**config.mk**
```make
export PLATFORM = sky130hd
export DESIGN_NAME = conv_result_packer
export DESIGN_NICKNAME = d
export VERILOG_FILES = /design/src/rtl/conv_result_packer.sv
export SDC_FILE = /design/constraint.sdc
export NUM_CORES = 2
export LEC_CHECK = 0
export ABC_AREA = 1
export CORE_MARGIN = 2
export CORE_UTILIZATION = 44
export CTS_CLUSTER_SIZE = 14
export DETAILED_ROUTE_END_ITERATION = 8
export PLACE_DENSITY = 0.67
export SKIP_CTS_REPAIR_TIMING = 1
export SLEW_MARGIN = 0
export SYNTH_ARGS = -nofsm -noshare
export SYNTH_HDL_FRONTEND = slang
export SYNTH_SLANG_ARGS = --single-unit
export TNS_END_PERCENT = 100
```
**constraint.sdc**
```tcl
create_clock -name clk -period 16.6 [get_ports clk]
set_input_delay 2.49 -clock clk [delete_from_list [all_inputs] [get_ports clk]]
set_output_delay 2.49 -clock clk [all_outputs]
set_load 0.01 [all_outputs]
```
**src/rtl/conv_result_packer.sv**
```systemverilog
// Requantizes NUM_PER_CYCLE signed accumulator lanes to 8-bit, packs them into one
// word per beat and queues it with row/frame tags. Define PACKER_RELU_EN to clamp negatives to 0.
module conv_requant_lane #(
    parameter int ACC_WIDTH = 17,
    parameter int OUT_WIDTH = 8
) (
    input  logic                 clk,
    input  logic                 rst_n,
    input  logic                 clr,
    input  logic                 en,
    input  logic [4:0]           shift,
    input  logic [ACC_WIDTH-1:0] x,
    output logic [OUT_WIDTH-1:0] q
);
    localparam int SW = ACC_WIDTH + 1;
    localparam logic signed [SW-1:0] MAXV = SW'(2 ** (OUT_WIDTH - 1) - 1);
    localparam logic signed [SW-1:0] MINV = SW'(-(2 ** (OUT_WIDTH - 1)));

    logic signed [SW-1:0] xs, rnd, shifted, v_q;

    // One extra bit keeps x + half-LSB from wrapping before the arithmetic shift.
    always_comb begin
        xs  = {x[ACC_WIDTH-1], x};
        rnd = '0;
        if (shift != 5'd0) rnd = SW'(1) << (shift - 5'd1);
        shifted = (xs + rnd) >>> shift;
    end

    always_ff @(posedge clk or negedge rst_n) begin
        if (!rst_n)   v_q <= '0;
        else if (clr) v_q <= '0;
        else if (en)  v_q <= shifted;
    end

    always_comb begin
        q = v_q[OUT_WIDTH-1:0];
        if (v_q > MAXV)      q = MAXV[OUT_WIDTH-1:0];
        else if (v_q < MINV) q = MINV[OUT_WIDTH-1:0];
`ifdef PACKER_RELU_EN
        if (v_q[SW-1]) q = '0;
`endif
    end
endmodule

module conv_result_packer #(
    parameter int ROI_SIZE     = 480,
    parameter int PORT_BITS    = 128,
    parameter int ACC_WIDTH    = 17,
    parameter int OUT_WIDTH    = 8,
    parameter int FIFO_DEPTH   = 8,
    parameter int STALL_MARGIN = 2
) (
    input  logic                                          clk,
    input  logic                                          rst_n,
    input  logic                                          frame_clr,
    input  logic [4:0]                                    cfg_shift,
    input  logic                                          in_vld,
    input  logic [PORT_BITS/OUT_WIDTH-1:0][ACC_WIDTH-1:0] in_data,
    output logic                                          stall_req,
    output logic [PORT_BITS-1:0]                          out_data,
    output logic                                          out_vld,
    input  logic                                          out_rdy,
    output logic                                          out_last,
    output logic                                          out_frame_end,
    output logic                                          frame_done,
    output logic                                          ovf_err
);
    localparam int NPC = PORT_BITS / OUT_WIDTH;
    localparam int WPR = ROI_SIZE / NPC;
    localparam int CW  = $clog2(WPR);
    localparam int RW  = $clog2(ROI_SIZE);
    localparam int AW  = $clog2(FIFO_DEPTH);

    typedef enum logic [1:0] {IDLE, RUN, DRAIN} state_t;
    state_t state, state_nxt;

    logic                              beat_acc, wr_evt, wr_ok, rd, full;
    logic                              tag_last, tag_fend, head_fend;
    logic [1:0]                        vld_pipe;
    logic [NPC-1:0][OUT_WIDTH-1:0]     lane_q;
    logic [PORT_BITS-1:0]              s2_word;
    logic [CW-1:0]                     col_word;
    logic [RW-1:0]                     row;
    logic [PORT_BITS+1:0]              mem [FIFO_DEPTH];
    logic [AW-1:0]                     wr_ptr, rd_ptr;
    logic [AW:0]                       fifo_count;
    logic [AW+1:0]                     occ;

    assign beat_acc = in_vld && !frame_clr && (state != DRAIN);

    for (genvar n = 0; n < NPC; n++) begin : g_lane
        conv_requant_lane #(.ACC_WIDTH(ACC_WIDTH), .OUT_WIDTH(OUT_WIDTH)) u_lane (
            .clk(clk), .rst_n(rst_n), .clr(frame_clr), .en(beat_acc),
            .shift(cfg_shift), .x(in_data[n]), .q(lane_q[n])
        );
    end

    always_ff @(posedge clk or negedge rst_n) begin
        if (!rst_n) begin
            vld_pipe <= '0;
            s2_word  <= '0;
        end else if (frame_clr) begin
            vld_pipe <= '0;
            s2_word  <= '0;
        end else begin
            vld_pipe <= {vld_pipe[0], beat_acc};
            if (vld_pipe[0]) s2_word <= lane_q;
        end
    end

    assign wr_evt   = vld_pipe[1];
    assign full     = (fifo_count == (AW+1)'(FIFO_DEPTH));
    assign rd       = out_vld && out_rdy;
    assign wr_ok    = wr_evt && (!full || rd);
    assign tag_last = (col_word == CW'(WPR - 1));
    assign tag_fend = tag_last && (row == RW'(ROI_SIZE - 1));

    // Counters move on every S2 write, dropped or not, so row alignment survives overflow.
    always_ff @(posedge clk or negedge rst_n) begin
        if (!rst_n) begin
            col_word <= '0;
            row      <= '0;
        end else if (frame_clr) begin
            col_word <= '0;
            row      <= '0;
        end else if (wr_evt) begin
            col_word <= tag_last ? '0 : col_word + 1'b1;
            if (tag_last) row <= tag_fend ? '0 : row + 1'b1;
        end
    end

    always_ff @(posedge clk) begin
        if (wr_ok) mem[wr_ptr] <= {tag_fend, tag_last, s2_word};
    end

    always_ff @(posedge clk or negedge rst_n) begin
        if (!rst_n) begin
            wr_ptr     <= '0;
            rd_ptr     <= '0;
            fifo_count <= '0;
        end else if (frame_clr) begin
            wr_ptr     <= '0;
            rd_ptr     <= '0;
            fifo_count <= '0;
        end else begin
            if (wr_ok) wr_ptr <= wr_ptr + 1'b1;
            if (rd)    rd_ptr <= rd_ptr + 1'b1;
            fifo_count <= fifo_count + (AW+1)'(wr_ok) - (AW+1)'(rd);
        end
    end

    assign out_vld       = (fifo_count != '0);
    assign out_data      = out_vld ? mem[rd_ptr][PORT_BITS-1:0] : '0;
    assign out_last      = out_vld && mem[rd_ptr][PORT_BITS];
    assign head_fend     = out_vld && mem[rd_ptr][PORT_BITS+1];
    assign out_frame_end = head_fend;
    assign frame_done    = (state == DRAIN) && rd && head_fend;

    assign occ       = (AW+2)'(fifo_count) + (AW+2)'(vld_pipe[0]) + (AW+2)'(vld_pipe[1]);
    assign stall_req = (occ >= (AW+2)'(FIFO_DEPTH - STALL_MARGIN));

    always_ff @(posedge clk or negedge rst_n) begin
        if (!rst_n)         ovf_err <= 1'b0;
        else if (frame_clr) ovf_err <= 1'b0;
        else if ((in_vld && state == DRAIN) || (wr_evt && full && !rd)) ovf_err <= 1'b1;
    end

    always_ff @(posedge clk or negedge rst_n) begin
        if (!rst_n)         state <= IDLE;
        else if (frame_clr) state <= IDLE;
        else                state <= state_nxt;
    end

    // A dropped frame-end word can never be handshaked, so skip DRAIN in that case.
    always_comb begin
        state_nxt = state;
        case (state)
            IDLE:    if (beat_acc) state_nxt = RUN;
            RUN:     if (wr_evt && tag_fend) state_nxt = wr_ok ? DRAIN : IDLE;
            DRAIN:   if (rd && head_fend) state_nxt = IDLE;
            default: state_nxt = IDLE;
        endcase
    end
endmodule

```
==> results.py <==
metrics = {
    "hold_path": {
        "hold_start": "g_lane[3].u_lane.v_q[13]$_DFFE_PN0P_",
        "holdCritPathClass": "reg -> reg",
        "min_path_cells": 2,
        "min_to": "g_lane[3].u_lane.v_q[13]$_DFFE_PN0P_",
    },
    "synthesis": {
        "yosysTopAreaCell": "edfxtp_1",
        "synthesis.nets": 11720,
        "syn_avg_cell_area_um2": 7.855,
        "ys_ff_latch": 1485,
        "synthArstFlopShare_pct": 29.97,
        "ys_types": 58,
        "synth_area_mm2": 0.08785,
        "ys_seq_area_share_pct": 48.22,
        "synth_ff_type": "edfxtp_1",
        "synth_top_cells_by_area": "edfxtp_1, nand2_1, dfrtp_1",
        "yosys.area.top_type_share_pct": 35.55,
        "synth_edf_count": 1040,
        "syn-instance-count": 11180,
        "synth_warnings": 0,
    },
    "global_routing": {
        "grt_pass1_wl_um": 461600,
        "antenna_found_initial": 7,
        "gr-total-overflow": 0,
        "grt.total_usage_pct": 29.29,
        "grt_max_degree": 217,
        "grt_pass1_vias": 74610,
    },
    "drt": {
        "vias": 81250,
        "wl_per_cell_um": 21.79,
        "dr.pass1.iters": 8,
        "drt_iter0_markers": 9630,
        "ant_nets": 0,
        "drc": 0,
        "vias_per_cell": 5.787,
        "routed_wl_um": 305900,
    },
    "critical_path": {
        "r2r.worst_path.cells": 11,
        "r2r-start": "fifo_count[2]$_DFF_PN0_",
        "critPathKind": "in -> reg",
        "cp-end-kind": "flip-flop",
        "reg2reg_slack_ps": 11380,
        "cp.required_ps": 17270,
        "r2r_end": "mem[3][90]$_DFFE_PP_",
        "arrival_ps": 9190,
        "start_kind": "input pin",
        "worstPathMaxFanout": 115,
    },
    "finish": {
        "final_layout_size_suffix_gt1_share_pct": 3.883,
        "syn_to_final_growth_pct": 12.44,
        "final_cell_mix": "nand2_1, nand3_1, nor2_1",
        "multi_input_area_mm2": 0.04107,
        "final_area_mm2": 0.09879,
        "regArea_mm2": 0.04237,
        "finalNetCount": 11810,
        "final_common_cell": "nand2_1",
        "nFillCells": 19150,
    },
    "cts": {
        "cts_buffer_depth": 3,
        "path_clk_slew_ps": 60,
        "clk_latency_ps": 810,
        "numClockSinks": 1485,
        "ctsHtreeMaxLevel": 4,
        "cts_tree": "yes",
        "cts_buffers": 147,
        "clock-root-buffer": "clkbuf_16",
    },
    "run": {
        "cap_violations": 0,
    },
    "place": {
        "gp_congestion": 0.9901,
        "dpl-instance-area_mm2": 0.09408,
        "dp_hpwl_um": 206200,
        "place.port_buffers": 415,
    },
    "die": {
        "dieArea_mm2": 0.2033,
        "core_mm2": 0.1990,
        "start_util_pct": 44.14,
        "die_w_um": 450.8,
        "die_h_um": 450.8,
        "fp-row-count": 164,
        "design.portCount": 416,
    },
    "timing": {
        "fmax_ghz": 0.1174,
        "skew_ps": 39.04,
        "final.setup.tns_ps": 0,
        "rsz0062_at_grt": "no",
        "slew_violations": 0,
        "tightest_slew_ps": 1381,
        "min_period_ps": 8520,
        "relSlewSlack_pct": 7.914,
        "setup_violations": 0,
        "finalHoldViolations": 0,
        "period_share_pct": 51.33,
    },
    "pwr": {
        "ir_worst_vdd_mv": 0.1046,
        "p_leak_nw": 43.82,
        "power_per_cell_area_mw_per_mm2": 109.8,
    },
    "outcome": {
        "status": "completed",
    },
}
[logic make-up after synthesis]
family	after synthesis	share of synthesized area, %
compound gates	1815	11.41
xor+xnor	80	0.7975
fa+ha+maj	258	3.692
buf+inv	1177	5.204
flops	1485	48.22
mux	2	0.02279
simple gates	6367	30.65
[sequential cells by signal, summed over array words and instances, names as in the netlist]
| signal | flops |
|---|---|
| mem | 1040 |
| fifo_count | 4 |
| vld_pipe | 2 |
| rd_ptr | 3 |
| ovf_err | 1 |
| state | 2 |
| row | 9 |
| col_word | 5 |
| s2_word | 128 |
| g_lane.u_lane.v_q | 288 |
| wr_ptr | 3 |
[synthesized netlist by cell type, types with 6 or more instances]
cell          n
o21ai_1      75
o22ai_1     138
nor2_1     1286
nand4_1      93
nand2_2      15
a41oi_1      14
buf_6         9
o211ai_1     23
a21o_1       29
xnor2_1      18
a2111oi_0     8
edfxtp_1   1040
o221ai_1      8
buf_1       135
a21oi_1     333
buf_4         8
clkbuf_1    380
nand3_1    1695
nor4_1       56
buf_2        45
nand3b_1     10
a31oi_1     161
a221oi_1      6
nand3_2       7
ha_1        256
inv_2        21
dfrtp_1     445
a21boi_1      8
nand2_4      11
xor2_1       62
or2_1        12
o221a_2      15
o21ai_0     930
o31ai_1      13
nand2_1    3050
nor3_1      100
o21bai_1      8
inv_1       574
or2_2         8
o21a_1       24
[report_power, final]
group	total (mW)	internal, mW	leakage (nW)	switching [mW]
Clock	3.27	1.83	2.30	1.44
Sequential	4.35	4.14	15.5	0.208
Combinational	3.23	1.14	26.0	2.09
[per-layer routing]
| metal | up-vias | track usage (%) | part of all wire, % |
|---|---|---|---|
| li1 | 38650 | - | - |
| met1 | 38720 | 44.69 | 46 |
| met2 | 3447 | 42.50 | 42 |
| met3 | 435 | 4.798 | 8.6 |
| met4 | 2 | 8.398 | 3.0 |
| met5 | - | 0 | 0.0042 |
[area by class of cell]
type	instances	share of cell area [%]
Timing Repair Buffer	511	5.068
Clock inverter	66	0.6852
Multi-Input combinational cell	8522	41.57
Clock buffer	198	4.072
Inverter	600	2.336
Antenna cell	3	0.007599
Tap cell	2656	3.364
Sequential cell	1485	42.89
[worst max-delay path, stage by stage]
cell	delay (ps)
clkbuf_8	240
inv_6	670
buf_4	640
buf_4	840
nand2_2	220
nor4_2	340
buf_4	470
ha_1	420
a21oi_1	190
inv_1	70
a21oi_1	410
nor2_1	90
a2111oi_0	660
nand3_1	200
nand3_1	170
nand3_1	120
nand2_1	100
nand2_1	60
nand2_1	130
nand2_1	120
nand2_1	160
nand2_1	60
nand2_1	110
nand2_1	50
[stage by stage]
| stage | cells | worst slack (ps) | total power [mW] | utilization [%] | hold slack, ps |
|---|---|---|---|---|---|
| floorplan | 11180 | 7307 | 6.222 | - | 448.8 |
| detailed placement | 13770 | 7597 | 7.630 | 47.27 | 465.7 |
| global route | 14040 | 7729 | 11.39 | 49.63 | 494.0 |
| CTS | 14040 | 8113 | 10.89 | 49.63 | 480.8 |
| finish | 14040 | 8080 | 10.85 | 49.63 | 479.6 |
| global placement | 13770 | 7598 | 7.577 | 47.27 | 464.1 |
[worst max path at each step]
stage                                     start                               endpoint  slack, ps
after floorplan                         out_rdy                    mem[1][0]$_DFFE_PP_       7310
after global placement             cfg_shift[0]  g_lane[15].u_lane.v_q[16]$_DFFE_PN0P_       7600
after detailed placement           cfg_shift[0]   g_lane[15].u_lane.v_q[0]$_DFFE_PN0P_       7600
after CTS                 rd_ptr[0]$_DFFE_PN0P_                          out_data[120]       8110
after global routing               cfg_shift[0]  g_lane[15].u_lane.v_q[16]$_DFFE_PN0P_       7730
final                              cfg_shift[0]   g_lane[15].u_lane.v_q[0]$_DFFE_PN0P_       8080
Power figures use the tool's default switching activity.
